==> config.mk <==
export PLATFORM = sky130hd
export DESIGN_NAME = stream_window_acc
export DESIGN_NICKNAME = d
export VERILOG_FILES = /design/src/rtl/stream_window_acc_pkg.sv /design/src/rtl/stream_window_acc_add_ovf.sv /design/src/rtl/stream_window_acc.sv
export SDC_FILE = /design/constraint.sdc
export NUM_CORES = 1
export LEC_CHECK = 0
export ABC_CLOCK_PERIOD_IN_PS = 3600
export CAP_MARGIN = 20
export CORE_MARGIN = 2
export CORE_UTILIZATION = 34
export CTS_CLUSTER_SIZE = 40
export DETAILED_ROUTE_END_ITERATION = 16
export PLACE_DENSITY = 0.63
export SLEW_MARGIN = 10
export SYNTH_ARGS = -nofsm -noshare
export SYNTH_HDL_FRONTEND = slang
export SYNTH_HIERARCHICAL = 1
export SYNTH_SLANG_ARGS = --single-unit
==> constraint.sdc <==
create_clock -name clk -period 3.6 [get_ports clk]
set_input_delay 0.36 -clock clk [delete_from_list [all_inputs] [get_ports clk]]
set_output_delay 0.36 -clock clk [all_outputs]
set_load 0.02 [all_outputs]
==> src/rtl/stream_window_acc_pkg.sv <==
// Shared types and constants for the windowed stream accumulator.
// STREAM_WINDOW_ACC_SATURATE_EN selects clamping instead of wrap-around
// when the running sum overflows.
package stream_window_acc_pkg;

    // Control states of the accumulator.
    typedef enum logic [1:0] {
        SWA_IDLE   = 2'd0,
        SWA_DELAY  = 2'd1,
        SWA_ACC    = 2'd2,
        SWA_FINISH = 2'd3
    } swa_state_e;

    // Default sample/result width and its signed extremes.
    localparam int                    SWA_DATA_W = 32;
    localparam logic [SWA_DATA_W-1:0] SWA_SMAX   = {1'b0, {(SWA_DATA_W-1){1'b1}}};
    localparam logic [SWA_DATA_W-1:0] SWA_SMIN   = {1'b1, {(SWA_DATA_W-1){1'b0}}};

endpackage

==> src/rtl/stream_window_acc_add_ovf.sv <==
// Combinational signed adder with overflow detection.
// With STREAM_WINDOW_ACC_SATURATE_EN defined the result clamps to the signed
// maximum or minimum on overflow; otherwise it wraps modulo 2^W.
module swa_add_ovf #(
    parameter int W = stream_window_acc_pkg::SWA_DATA_W
) (
    input  logic [W-1:0] a_i,
    input  logic [W-1:0] b_i,
    output logic [W-1:0] sum_o,
    output logic         ovf_o
);

    localparam logic [W-1:0] SAT_MAX = {1'b0, {(W-1){1'b1}}};
    localparam logic [W-1:0] SAT_MIN = {1'b1, {(W-1){1'b0}}};

    logic [W-1:0] rawSum;

    // Overflow is only possible when both operands share a sign and the result flips it.
    always_comb begin
        rawSum = a_i + b_i;
        ovf_o  = (a_i[W-1] == b_i[W-1]) && (rawSum[W-1] != a_i[W-1]);
`ifdef STREAM_WINDOW_ACC_SATURATE_EN
        if (ovf_o) begin
            sum_o = a_i[W-1] ? SAT_MIN : SAT_MAX;
        end else begin
            sum_o = rawSum;
        end
`else
        sum_o = rawSum;
`endif
    end

endmodule

==> src/rtl/stream_window_acc.sv <==
// Windowed stream accumulator: after an accepted run it waits delay0 cycles,
// sums period samples of in0, then publishes the sum on out0 with a done pulse.
// Build option: STREAM_WINDOW_ACC_SATURATE_EN (clamp instead of wrap).
module stream_window_acc
    import stream_window_acc_pkg::*;
#(
    parameter int DATA_W = SWA_DATA_W,
    parameter int CNT_W  = 16
) (
    input  logic              clk,
    input  logic              rst,
    input  logic              run,
    input  logic [CNT_W-1:0]  delay0,
    input  logic [CNT_W-1:0]  period,
    input  logic [DATA_W-1:0] in0,
    output logic              running,
    output logic              done,
    output logic [DATA_W-1:0] out0,
    output logic              overflow
);

    swa_state_e        state_q;
    logic [CNT_W-1:0]  delayCnt_q;
    logic [CNT_W-1:0]  periodCnt_q;
    logic [DATA_W-1:0] acc_q;
    logic [DATA_W-1:0] out0_q;
    logic              done_q;
    logic              running_q;
    logic              overflow_q;

    logic [DATA_W-1:0] acc_d;
    logic              addOvf;

    swa_add_ovf #(
        .W (DATA_W)
    ) u_add (
        .a_i   (acc_q),
        .b_i   (in0),
        .sum_o (acc_d),
        .ovf_o (addOvf)
    );

    // Control FSM with counters; outputs are registered so that done and the
    // new out0 appear in the FINISH cycle and running drops in that same cycle.
    always_ff @(posedge clk or negedge rst) begin
        if (!rst) begin
            state_q     <= SWA_IDLE;
            delayCnt_q  <= '0;
            periodCnt_q <= '0;
            acc_q       <= '0;
            out0_q      <= '0;
            done_q      <= 1'b0;
            running_q   <= 1'b0;
            overflow_q  <= 1'b0;
        end else begin
            done_q <= 1'b0;
            case (state_q)
                SWA_IDLE: begin
                    if (run) begin
                        acc_q       <= '0;
                        overflow_q  <= 1'b0;
                        delayCnt_q  <= delay0;
                        periodCnt_q <= period;
                        if (delay0 != '0) begin
                            state_q   <= SWA_DELAY;
                            running_q <= 1'b1;
                        end else if (period != '0) begin
                            state_q   <= SWA_ACC;
                            running_q <= 1'b1;
                        end else begin
                            state_q <= SWA_FINISH;
                            out0_q  <= '0;
                            done_q  <= 1'b1;
                        end
                    end
                end
                SWA_DELAY: begin
                    delayCnt_q <= delayCnt_q - CNT_W'(1);
                    if (delayCnt_q == CNT_W'(1)) begin
                        if (periodCnt_q != '0) begin
                            state_q <= SWA_ACC;
                        end else begin
                            state_q   <= SWA_FINISH;
                            running_q <= 1'b0;
                            out0_q    <= '0;
                            done_q    <= 1'b1;
                        end
                    end
                end
                SWA_ACC: begin
                    acc_q       <= acc_d;
                    periodCnt_q <= periodCnt_q - CNT_W'(1);
                    if (addOvf) begin
                        overflow_q <= 1'b1;
                    end
                    if (periodCnt_q == CNT_W'(1)) begin
                        state_q   <= SWA_FINISH;
                        running_q <= 1'b0;
                        out0_q    <= acc_d;
                        done_q    <= 1'b1;
                    end
                end
                SWA_FINISH: begin
                    state_q <= SWA_IDLE;
                end
                default: begin
                    state_q <= SWA_IDLE;
                end
            endcase
        end
    end

    assign running  = running_q;
    assign done     = done_q;
    assign out0     = out0_q;
    assign overflow = overflow_q;

endmodule

---- Yosys cells after proc, flatten, opt, wreduce, memory -nomap -nowiden ----
Index checks and enable logic that the tools add are counted.
operators by class
  add/sub/neg operators ................... 3
  equality and inequality tests ........... 15
  multiplexer cells ....................... 37
  reduce and logical (&&, ||, !) cells .... 14
operators by type and width
  operator                                               number
  two-way mux 32 bit                                     7
  one-hot mux 32 bit (3 select lines)                    1
  one-hot mux 16 bit (2 select lines)                    2
  one-hot mux 32 bit (2 select lines)                    1
  nonzero test 16 bit                                    3
  adder 32 bit                                           1
  equality test 16 x 1 -> 1 bit (second input constant)  2
  two-way mux 16 bit                                     2
  subtractor 16 x 1 -> 16 bit (second input constant)    2
  two-way mux 1 bit                                      16
  inequality test 2 bit (second input constant)          7
  two-way mux 2 bit                                      4
  one-hot mux 2 bit (4 select lines)                     1
  AND reduction 7 bit                                    1
  one-hot mux 1 bit (3 select lines)                     2
  AND reduction 3 bit                                    2
  AND reduction 6 bit                                    1
  equality test 2 bit (second input constant)            2
  AND reduction 2 bit                                    2
  nonzero test 2 bit                                     2
  inequality test 3 bit (second input constant)          1
  nonzero test 3 bit                                     1
  equality test 2 x 1 -> 1 bit (second input constant)   1
  zero test 2 bit                                        1
  other kinds (4)                                        4
word-level totals
  register bits ........................... 101
  bits of input ports ..................... 67
  output and inout port bits .............. 35
  word-level logic and storage cells ...... 77

---- Logic depth before layout (Yosys ltp) ----
  depth in word-level cells ............... 5
  gate-level depth with buffers ........... 11
  mapped depth without buffers ............ 11

---- Hierarchy ----
The synthesis kept the hierarchy.
by module, submodules not included
  module             times used  cells an instance  area each (um2)  sequential area each (um2)
  stream_window_acc  1           470                4813.4           2527.4
  swa_add_ovf        1           254                1806.7           0.0

---- Worst setup path after synthesis ----
OpenSTA, ideal clock, no wires.
  path type ............................... register to register
  start point ............................. register acc_q[0]
  end point ............................... register out0_q[28], in the netlist out0[28]
  library setup time ...................... 78 ps
  arrival time ............................ 2503 ps
  data required time ...................... 3522 ps
  setup slack ............................. 1019 ps
  cell stages (with the launch flop) ...... 12
  buffers on the path ..................... 0
  clock period less this slack ............ 2581 ps
  cell sequence ........................... dfrtp_1 > ha_1 > fa_1 > a21o_2 > a31oi_1 > nor3_1 > a211oi_2 > a31oi_1 > a41oi_2 > xnor2_1 > nand3_1 > o2bb2ai_1
between the ends
  word-level cells in the longest chain between the ends .. 3
RTL lines
  element                              line                             text
  start, declared                      stream_window_acc.sv:25          logic [DATA_W-1:0] acc_q;
  start signal, assigned               stream_window_acc.sv:50          acc_q <= '0;
  start signal, assigned               stream_window_acc.sv:60          acc_q <= '0;
  start signal, assigned               stream_window_acc.sv:91          acc_q <= acc_d;
  adder 32 bit                         stream_window_acc_add_ovf.sv:20  rawSum = a_i + b_i;
  net acc_d[28]                        stream_window_acc.sv:31          logic [DATA_W-1:0] acc_d;
  two-way mux 32 bit                   stream_window_acc.sv:96          if (periodCnt_q == CNT_W'(1)) begin
  one-hot mux 32 bit (3 select lines)  stream_window_acc.sv:57          case (state_q)
  end signal, assigned                 stream_window_acc.sv:51          out0_q <= '0;
  end signal, assigned                 stream_window_acc.sv:72          out0_q <= '0;
  end signal, assigned                 stream_window_acc.sv:99          out0_q <= acc_d;
  end, declared                        stream_window_acc.sv:26          logic [DATA_W-1:0] out0_q;
The timed path passes the listed nets, and every way through them passes these cells. The select of a mux whose other input is x is not followed.
A chain may end at the register's enable or synchronous reset.

---- Final worst setup path ----
  start point ............................. input in0[0]
  end point ............................... register out0_q[24], in the netlist out0[24]
between the ends
  word-level cells in the longest chain between the ends .. 3
RTL lines
  element                              line                             text
  start, declared                      stream_window_acc.sv:15          input logic [DATA_W-1:0] in0,
  adder 32 bit                         stream_window_acc_add_ovf.sv:20
  net acc_d[24]                        stream_window_acc.sv:31
  two-way mux 32 bit                   stream_window_acc.sv:96
  one-hot mux 32 bit (3 select lines)  stream_window_acc.sv:57
The timed path passes the listed nets, and every way through them passes these cells. The select of a mux whose other input is x is not followed.

==> metrics <==
status=complete, but fails checks; failing checks=negative hold slack; post-synth top area cell=dfrtp_1; # setup viols final=0; post-synth top area share=38.2%; # hold bufs at CTS=0; maximum clock insertion buffer count=2; total number of vias=5899; first-pass GRT wire length=29700 um; prevailing post-synth register cell=dfrtp_1; area of the mapped netlist=6620 um^2; layout cell share with drive strength beyond 1=6.26%; Place WS=196 ps; nets=920; first-pass detailed-route iteration total=4; Starting Density=34.4%; clk sink count=101; Data required, critical path=3880 ps; number of diodes=0; setup ws final=492 ps; setup slack, reg-to-reg=570 ps; most frequent cell after synthesis=dfrtp_1; fin. max-slew vios=0; crit path buf inv count=1; GRT Overall Usage=18.3%; Synth Instances=724; die footprint=20600 um^2; Yosys reg bits=101; CTS H-tree lvls=3; num rows=51; CP arrival=3390 ps; Die W=144 um; Worst Hold Class=input port to asynchronous set/reset pin; vias in the first global route=5775; routed len/inst=17.0 um; clock slew at reported path FFs=70 ps; CP endpoint kind=flip-flop; DR vias/cell=5.46; initial drt markers=305; r2r startpoint=acc_q[0]; Worst Reg-to-Reg Cells=11; Cell Pwr Density=809 nW/um^2; Synth warnings=6; total power=6670 uW; delay-heaviest family, CP=compound AO/OA/AOI/OAI gates; worst path cell trace=clkdlybuf4s50_1 -> ha_1 -> fa_1 -> a21o_2 -> a31oi_1 -> nor3_1 -> a211oi_2 -> a31oi_1 -> a31oi_1 -> xnor2_1 -> nand3_1 -> o2bb2ai_1; number of remaining DRC errors=0; Core Area=19300 um^2; slowest stage delay, CP=450 ps; synth top area cells=dfrtp_1 (38%), ha_1 (7.7%), a21oi_1 (5.0%), a22o_1 (4.5%), nand3_1 (4.5%); Final Skew=8.70 ps; gpl congestion=0.825; WHS=-18.1 ps; crit-path max FO=3; Total Wirelength=18300 um; sequential area share after synthesis=38.2%; Leakage=0.00352 uW; Net Count, Synth=833; Num CTS Buffers=9; P&R area growth vs syn=24.6%; largest net degree at the start of global routing=82; setup TNS=0 ps; Highest Clock Rate=322 MHz; critical path's slowest cell=clkdlybuf4s50_1; Avg Cell Area, Syn=9.14 um^2; Worst Tran Pin Value=820 ps; number of setup buffers added after CTS=0; Routed Antenna Nets=0; Setup crit start kind=input port; initial antenna violation count=0; kind of critical path=input port to flip-flop; post-DP HPWL=12700 um; Slew headroom=45.3%; Final Hold Viols=6; Port Buffer Count=101; most frequent CP cell=a31oi_1; period utilization=86.3%; worst vdd ir=0.373 mV; ys async rst share=100%; CTS resizes=0; Max Cap Violations=0; CTS tree=built; Synth top cells by count=dfrtp_1 (101), a21oi_1 (66), nand3_1 (59); GR Overflow Total=0; r2r endpoint=out0[24]; number of synthesized flops with an enable pin=0; RSZ-0062 raised after global routing=false; clock latency on the worst-skew pair=360 ps; CTS root buf=clkbuf_16; Final min period=3110 ps; DIE HEIGHT=144 um; Yosys cell types=60; IO Count=102
## cell families (layout without fill, tap and decap cells)
kind of cell	count (synthesis)	after routing	synth area share, %
compound gates	259	259	27.3
xor+xnor	28	28	3.70
fa+ha+maj	42	42	8.05
buf+inv	53	144	3.14
flops	101	101	38.2
mux	18	18	2.76
simple gates	223	223	16.9
## worst reg2reg max path, delay by kind of cell (launching register included)
kind	cells	cell delay [ps]
AOI/OAI and AO/OA	6	1550
xor gates and xnor gates	1	170
adders and majority gates	2	630
DFF	1	380
and+or+nand+nor	2	230
## state kept, by name, summed over array words and instances (netlist names)
| register | flops |
|---|---|
| delayCnt_q | 16 |
| overflow | 1 |
| periodCnt_q | 16 |
| running | 1 |
| out0 | 32 |
| state_q | 2 |
| done | 1 |
| acc_q | 32 |
## how the worst max path moves through the flow
stage | from | endpoint | slack [ps] | cells after the start
after floorplan | acc_q[0] | out0[28] | 1020 | 11
after global placement | in0[0] | out0[28] | 210 | 12
after detailed placement | in0[0] | out0[28] | 200 | 12
after CTS | in0[0] | out0[24] | 550 | 12
after global routing | in0[0] | out0[24] | 300 | 12
final | in0[0] | out0[24] | 490 | 12
## per-stage QoR
step	cell area (um^2)	hold WS (ps)	cells	util [%]
5_1_grt	8250	30.0	1080	42.8
3_5_place_dp	7930	473	1063	41.1
6_report	8250	-18.1	1080	42.8
3_3_place_gp	7910	473	1062	41.1
2_1_floorplan	6620	64.4	724	-
4_1_cts	8220	243	1078	42.6
## cell usage in the layout (no fill, tap or decap), types with 3 or more instances in the layout
cell type	netlist	layout
nand3b_1	3	3
o2bb2ai_1	32	32
nand2_1	58	58
a31oi_1	7	7
dfrtp_1	101	101
o21ai_1	9	7
o21a_1	6	6
o211ai_1	7	7
nand4_1	3	3
clkbuf_8	0	3
clkbuf_16	0	9
inv_1	14	14
buf_4	0	11
ha_1	41	40
a21o_1	19	19
and3_1	5	5
mux2i_1	16	16
nor3b_1	4	4
o22ai_1	28	28
o21ai_0	27	27
nor3_1	11	11
clkdlybuf4s50_1	0	100
or3_1	4	4
xnor2_1	20	20
xor2_1	8	8
nand2b_1	8	8
a22o_1	34	34
o21bai_1	7	7
a21oi_1	66	65
nand3_1	59	59
and2_1	3	3
nor2_1	32	32
nor4_1	15	15
nor2b_1	6	6
## per-layer routing
layer	wire [um]	part of all wire [%]	track usage, %
met1	8880	48	25.2
met3	709	3.9	3.30
met4	297	1.6	5.52
met5	0	0	0
met2	8430	46	29.3
## report_power, final
group	internal, uW	switching (uW)
clock	522	458
sequential	1560	359
combinational	1540	2230
## final cells by class
cell class                 instances  area [um^2]
clock buffer                      12          267
fill                            1913        11000
tap                              265          332
timing repair buffer             115         1150
inverter                          14         52.6
clock inverter                     3         20.0
multi-input combinational        570         3900
sequential                       101         2530
No activity file was read; power rests on OpenSTA's default activity.
